[src/rtl/codec_cfg_target.sv]
// Write-only I2C target for the audio-codec configuration bus. Accepts
// 16-bit register writes (7-bit register address, 9-bit data) and keeps
// them in a small register file with combinational readback.
module codec_cfg_target #(
    parameter logic [6:0]  DEV_ADDR  = 7'h1A,
    parameter int unsigned NUM_REGS  = 16,
    parameter int unsigned RESET_REG = 15
) (
    input  logic       clk,
    input  logic       rst,
    input  logic       scl,
    input  logic       sda_in,
    output logic       sda_oe,
    output logic       wr_strobe,
    output logic [6:0] wr_addr,
    output logic [8:0] wr_data,
    output logic       busy,
    input  logic [3:0] rd_addr,
    output logic [8:0] rd_data
);

    typedef enum logic [2:0] {
        StIdle, StAddr, StAckA, StByte1, StAck1, StByte2, StAck2, StIgnore
    } state_t;

    state_t     state_q, state_d;
    logic [2:0] bitcnt_q, bitcnt_d;
    logic [7:0] shift_q, shift_d;
    logic       done_q, done_d;     // full byte sitting in shift_q
    logic       oe_q, oe_d;
    logic       busy_q, busy_d;
    logic [6:0] raddr_q, raddr_d;
    logic       d8_q, d8_d;
    logic       wr_strobe_q, wr_strobe_d;
    logic [6:0] wr_addr_q, wr_addr_d;
    logic [8:0] wr_data_q, wr_data_d;
    logic [8:0] regs_q [NUM_REGS];

    logic scl_s1, scl_s2, scl_h;
    logic sda_s1, sda_s2, sda_h;
    logic scl_rise, scl_fall, start_det, stop_det, shifting;

    // Two-flop synchronizers plus a history flop for edge detection; left
    // unreset so a reset never fabricates a bus edge.
    always_ff @(posedge clk) begin
        scl_s1 <= scl;
        scl_s2 <= scl_s1;
        scl_h  <= scl_s2;
        sda_s1 <= sda_in;
        sda_s2 <= sda_s1;
        sda_h  <= sda_s2;
    end

    assign scl_rise  = scl_s2 & ~scl_h;
    assign scl_fall  = ~scl_s2 & scl_h;
    assign start_det = scl_s2 & scl_h & sda_h & ~sda_s2;
    assign stop_det  = scl_s2 & scl_h & ~sda_h & sda_s2;
    assign shifting  = (state_q == StAddr) || (state_q == StByte1) || (state_q == StByte2);

    // Protocol state and datapath registers.
    always_ff @(posedge clk) begin
        if (rst) begin
            state_q     <= StIdle;
            bitcnt_q    <= '0;
            shift_q     <= '0;
            done_q      <= 1'b0;
            oe_q        <= 1'b0;
            busy_q      <= 1'b0;
            raddr_q     <= '0;
            d8_q        <= 1'b0;
            wr_strobe_q <= 1'b0;
            wr_addr_q   <= '0;
            wr_data_q   <= '0;
        end else begin
            state_q     <= state_d;
            bitcnt_q    <= bitcnt_d;
            shift_q     <= shift_d;
            done_q      <= done_d;
            oe_q        <= oe_d;
            busy_q      <= busy_d;
            raddr_q     <= raddr_d;
            d8_q        <= d8_d;
            wr_strobe_q <= wr_strobe_d;
            wr_addr_q   <= wr_addr_d;
            wr_data_q   <= wr_data_d;
        end
    end

    // Next-state: bit shifting, byte decisions, ACK window and commit.
    always_comb begin
        state_d     = state_q;
        bitcnt_d    = bitcnt_q;
        shift_d     = shift_q;
        done_d      = 1'b0;
        oe_d        = oe_q;
        busy_d      = busy_q;
        raddr_d     = raddr_q;
        d8_d        = d8_q;
        wr_strobe_d = 1'b0;
        wr_addr_d   = wr_addr_q;
        wr_data_d   = wr_data_q;

        if (start_det) begin
            state_d  = StAddr;
            bitcnt_d = '0;
            oe_d     = 1'b0;
        end else if (stop_det) begin
            state_d = StIdle;
            oe_d    = 1'b0;
            busy_d  = 1'b0;
        end else begin
            if (shifting && scl_rise) begin
                shift_d  = {shift_q[6:0], sda_s2};
                bitcnt_d = bitcnt_q + 3'd1;
                done_d   = (bitcnt_q == 3'd7);
            end
            case (state_q)
                StAddr: begin
                    if (done_q) begin
                        if (shift_q[7:1] == DEV_ADDR && !shift_q[0]) begin
                            state_d = StAckA;
                            busy_d  = 1'b1;
                        end else begin
                            state_d = StIgnore;
                            busy_d  = 1'b0;
                        end
                    end
                end
                StByte1: begin
                    if (done_q) begin
                        if (32'(shift_q[7:1]) < NUM_REGS) begin
                            raddr_d = shift_q[7:1];
                            d8_d    = shift_q[0];
                            state_d = StAck1;
                        end else begin
                            state_d = StIgnore;
                        end
                    end
                end
                StByte2: begin
                    if (done_q) begin
                        wr_strobe_d = 1'b1;
                        wr_addr_d   = raddr_q;
                        wr_data_d   = {d8_q, shift_q};
                        state_d     = StAck2;
                    end
                end
                StAckA, StAck1, StAck2: begin
                    // First fall ends the 8th bit (drive), second ends the ACK bit.
                    if (scl_fall) begin
                        if (!oe_q) begin
                            oe_d = 1'b1;
                        end else begin
                            oe_d     = 1'b0;
                            bitcnt_d = '0;
                            case (state_q)
                                StAckA:  state_d = StByte1;
                                StAck1:  state_d = StByte2;
                                default: state_d = StIgnore;
                            endcase
                        end
                    end
                end
                default: ;
            endcase
        end
    end

    // Register file: updated the cycle after the strobe; RESET_REG clears all.
    always_ff @(posedge clk) begin
        for (int unsigned i = 0; i < NUM_REGS; i++) begin
            if (rst) begin
                regs_q[i] <= '0;
            end else if (wr_strobe_q) begin
                if (32'(wr_addr_q) == RESET_REG) begin
                    regs_q[i] <= '0;
                end else if (32'(wr_addr_q) == i) begin
                    regs_q[i] <= wr_data_q;
                end
            end
        end
    end

    // Combinational readback; out-of-range selects read zero.
    always_comb begin
        rd_data = '0;
        for (int unsigned i = 0; i < NUM_REGS; i++) begin
            if (32'(rd_addr) == i) begin
                rd_data = regs_q[i];
            end
        end
    end

    assign sda_oe    = oe_q;
    assign busy      = busy_q;
    assign wr_strobe = wr_strobe_q;
    assign wr_addr   = wr_addr_q;
    assign wr_data   = wr_data_q;

endmodule

[config.mk]
export PLATFORM = sky130hd
export DESIGN_NAME = codec_cfg_target
export DESIGN_NICKNAME = d
export VERILOG_FILES = /design/src/rtl/codec_cfg_target.sv
export SDC_FILE = /design/constraint.sdc
export NUM_CORES = 1
export LEC_CHECK = 0
export CORE_UTILIZATION = 49
export DETAILED_ROUTE_END_ITERATION = 8
export GPL_ROUTABILITY_DRIVEN = 0
export PLACE_DENSITY_LB_ADDON = 0.08
export SLEW_MARGIN = 20
export SYNTH_ARGS = -nofsm -noshare
export SYNTH_HDL_FRONTEND = slang
export SYNTH_SLANG_ARGS = --single-unit
[constraint.sdc]
create_clock -name clk -period 2.5 [get_ports clk]
set_input_delay 0.625 -clock clk [delete_from_list [all_inputs] [get_ports clk]]
set_output_delay 0.625 -clock clk [all_outputs]
set_load 0.03 [all_outputs]
==> metrics.md, run 1 <==
| Metric | Value |
|---|---|
| Vias in the first global route | 6015 |
| Ys flop type | edfxtp_1 |
| Worst-path fanout max | 9 |
| Tmin final | 2.72 ns |
| CTS tree | done |
| Initial antenna violation count | 0 |
| RSZ-0062 raised after global routing | true |
| CP Launch Type | primary input |
| Yosys reg bits | 183 |
| CTS root buf | clkbuf_16 |
| CP arrival | 2.10 ns |
| Clock Path Buffers | 2 |
| Share of layout cells above drive strength 1 | 25.1% |
| Remaining Overflow, GRT | 0 |
| Routed Antenna Nets | 0 |
| Internal | 0.00499 W |
| Count leader, synth | and2_1 |
| Clk_lat worst skew | 0.44 ns |
| Initial Util | 50.6% |
| Synth Area per Inst | 11.7 um^2 |
| Syn-to-layout area delta | 26.4% |
| Netlist cell types | 58 |
| Num rows | 47 |
| DRC viols | 0 |
| P per Cell Area | 617 nW/um^2 |
| EDFF count, synth | 135 |
| Status | finished, violations left |
| Data required time of the critical path | 1.88 ns |
| Final #Nets | 833 |
| DIE WIDTH | 133 um |
| Initial DRC count | 493 |
| Worst Setup End Kind | primary output |
| Final period util | 109% |
| Drt pass-1 iters | 5 |
| Post-synth top area cell | edfxtp_1 |
| Setup CP Type | primary input to primary output |
| Worst slew pin tran | 0.763 ns |
| Final Hold Vio Count | 0 |
| Seq/Total Area, Yosys | 59.4% |
| # hold bufs at CTS | 0 |
| Avg WL per Cell | 20.8 um |
| Die Footprint | 17800 um^2 |
| Height of the chip | 133 um |
| Synth area leaders | edfxtp_1 (48%), dfxtp_1 (11%), and2_1 (10%), mux2i_1 (5.1%), nor2_1 (3.1%) |
| Switch share | 24.3% |
| Global-route wire length before repair | 34100 um |
| P_leak | 3.93 nW |
| Sequential share of power | 51.2% |
| Synth top area share | 48.0% |
| Clock Sinks | 183 |
| Slew Limit Fails | 0 |
| Worst hold path type | flip-flop to flip-flop |
| Cts bufs inserted | 17 |
| Final setup violating endpoints | 9 |
| WL final | 21900 um |
| Final TNS setup | -1.39 ns |
| Skew final | 0.00938 ns |
| GRT Util Overall | 25.9% |
| Slew margin rel. | 49.0% |
| PortBufs | 35 |
| Core outline area | 16700 um^2 |
| Ant diodes | 0 |
| Pre-CTS setup slack | -1.17 ns |
| Largest net degree at the start of global routing | 39 |
| H-tree levels | 4 |
| Setup ws final | -0.224 ns |
| DP HPWL | 15200 um |
| Synthesized cell area | 8440 um^2 |
| Clock transition at path regs | 0.07 ns |
| Ys Warns | 0 |
| Maximum vdd drop | 0.000544 V |
| Fraction of registers with async set/reset | 0% |
| Combinational group share of total power | 9.6% |
| Switching power | 0.00160 W |
| Max Clk Rate | 367 MHz |
| Cell count after synthesis | 721 |
| Most common library cells after synthesis | and2_1 (139), edfxtp_1 (135), nor2_1 (69) |
| Vias per std cell | 5.82 |
| Top Ports | 36 |
| Max cap viols | 0 |
| Clk network pwr share | 39.2% |
| Failing checks | setup timing |
| Syn Nets | 731 |
| Vias | 6147 |
area by class of cell:
class	instances	area, um^2
clock buffer	19	454
multi-input combinational	488	3490
sequential	183	5010
inverter	7	26.3
clock inverter	13	105
fill	1295	6030
timing repair buffer	126	1300
tap	220	275
metrics by stage:
stage	hold WS [ns]	power, W	utilization (%)	cell area [um^2]	instances
CTS	0.334	0.00659	63.4	10600	1056
detailed placement	0.317	0.00393	56.6	9460	1003
global placement	0.311	0.00392	56.6	9460	1003
finish	0.331	0.00659	63.9	10700	1056
global route	0.345	0.00676	63.9	10700	1056
floorplan	0.310	0.00371	-	8490	721
critical path, stage by stage:
cell and delay [ns]:
buf_12 0.13, inv_2 0.11, buf_4 0.22, a21oi_1 0.08
or4b_1 0.56, nand4_1 0.21, buf_12 0.15
final timing paths:
path	start	end	slack (ns)	cells after the start
min reg2reg	scl_s1	scl_s2	0.33	0
max	rd_addr[0]	rd_data[6]	-0.22	7
max reg2reg	wr_addr[4]	regs_q[0][32]	0.42	4
min	scl_s1	scl_s2	0.33	0
placed cells by master, fill, tap and decap left out, types with 7 or more instances in the layout:
cell             count
mux4_2               7
o21ai_1             10
mux2i_1             42
buf_4               70
buf_12              12
o21ai_0             33
dfxtp_1             48
buf_6               16
a21oi_1             30
edfxtp_1           135
clkbuf_16           18
nand2_1             19
clkdlybuf4s50_1     22
a21oi_2              8
nand3_1             10
nor2_1              68
and2_1             139
cell families (layout without fill, tap and decap cells):
family	Yosys count	after routing	synth area share, %
fa+ha+maj	2	2	0.296
compound gates	130	130	9.39
xor+xnor	2	2	0.207
flops	183	183	59.4
buf+inv	50	165	2.83
mux	54	54	7.68
simple gates	300	300	20.2
power groups by stage:
| stage | Combinational, W | Sequential [W] | Clock, W |
|---|---|---|---|
| CTS | 0.000614 | 0.00337 | 0.00261 |
| global placement | 0.000493 | 0.00343 | 0 |
| detailed placement | 0.000499 | 0.00343 | 0 |
| floorplan | 0.000292 | 0.00342 | 0 |
| global route | 0.000670 | 0.00338 | 0.00271 |
| finish | 0.000634 | 0.00337 | 0.00258 |
sequential cells by signal, indices dropped and copies added, names as in the netlist, 3 cells and up:
signal	cells
regs_q	135
wr_data	9
shift_q	8
raddr_q	7
wr_addr	7
bitcnt_q	3
state_q	3
per-layer routing:
metal / vias up / global-route usage (%) / share of wire, %
li1: 2821 / - / -
met5: - / 0 / 0
met2: 249 / 40.1 / 46
met4: 0 / 11.4 / 2.7
met3: 46 / 3.42 / 6.0
met1: 3031 / 36.7 / 45
repair_timing:
item,CTS,global route
resized for setup,115,22
cloned,3,0
endpoints found under the setup margin,9,9
pin swaps,26,18
buffers inserted,18,0
Power figures use the tool's default switching activity.
==> inputs of run 2 (changes only) <==
--- a/config.mk
+++ b/config.mk
@@ -5,6 +5,7 @@
 export SDC_FILE = /design/constraint.sdc
 export NUM_CORES = 1
 export LEC_CHECK = 0
+export CAP_MARGIN = 30
 export CORE_UTILIZATION = 49
 export DETAILED_ROUTE_END_ITERATION = 8
 export GPL_ROUTABILITY_DRIVEN = 0
==> results of run 2 <==
Same layout as run 1: the final DEF is identical, and so are final timing and power.
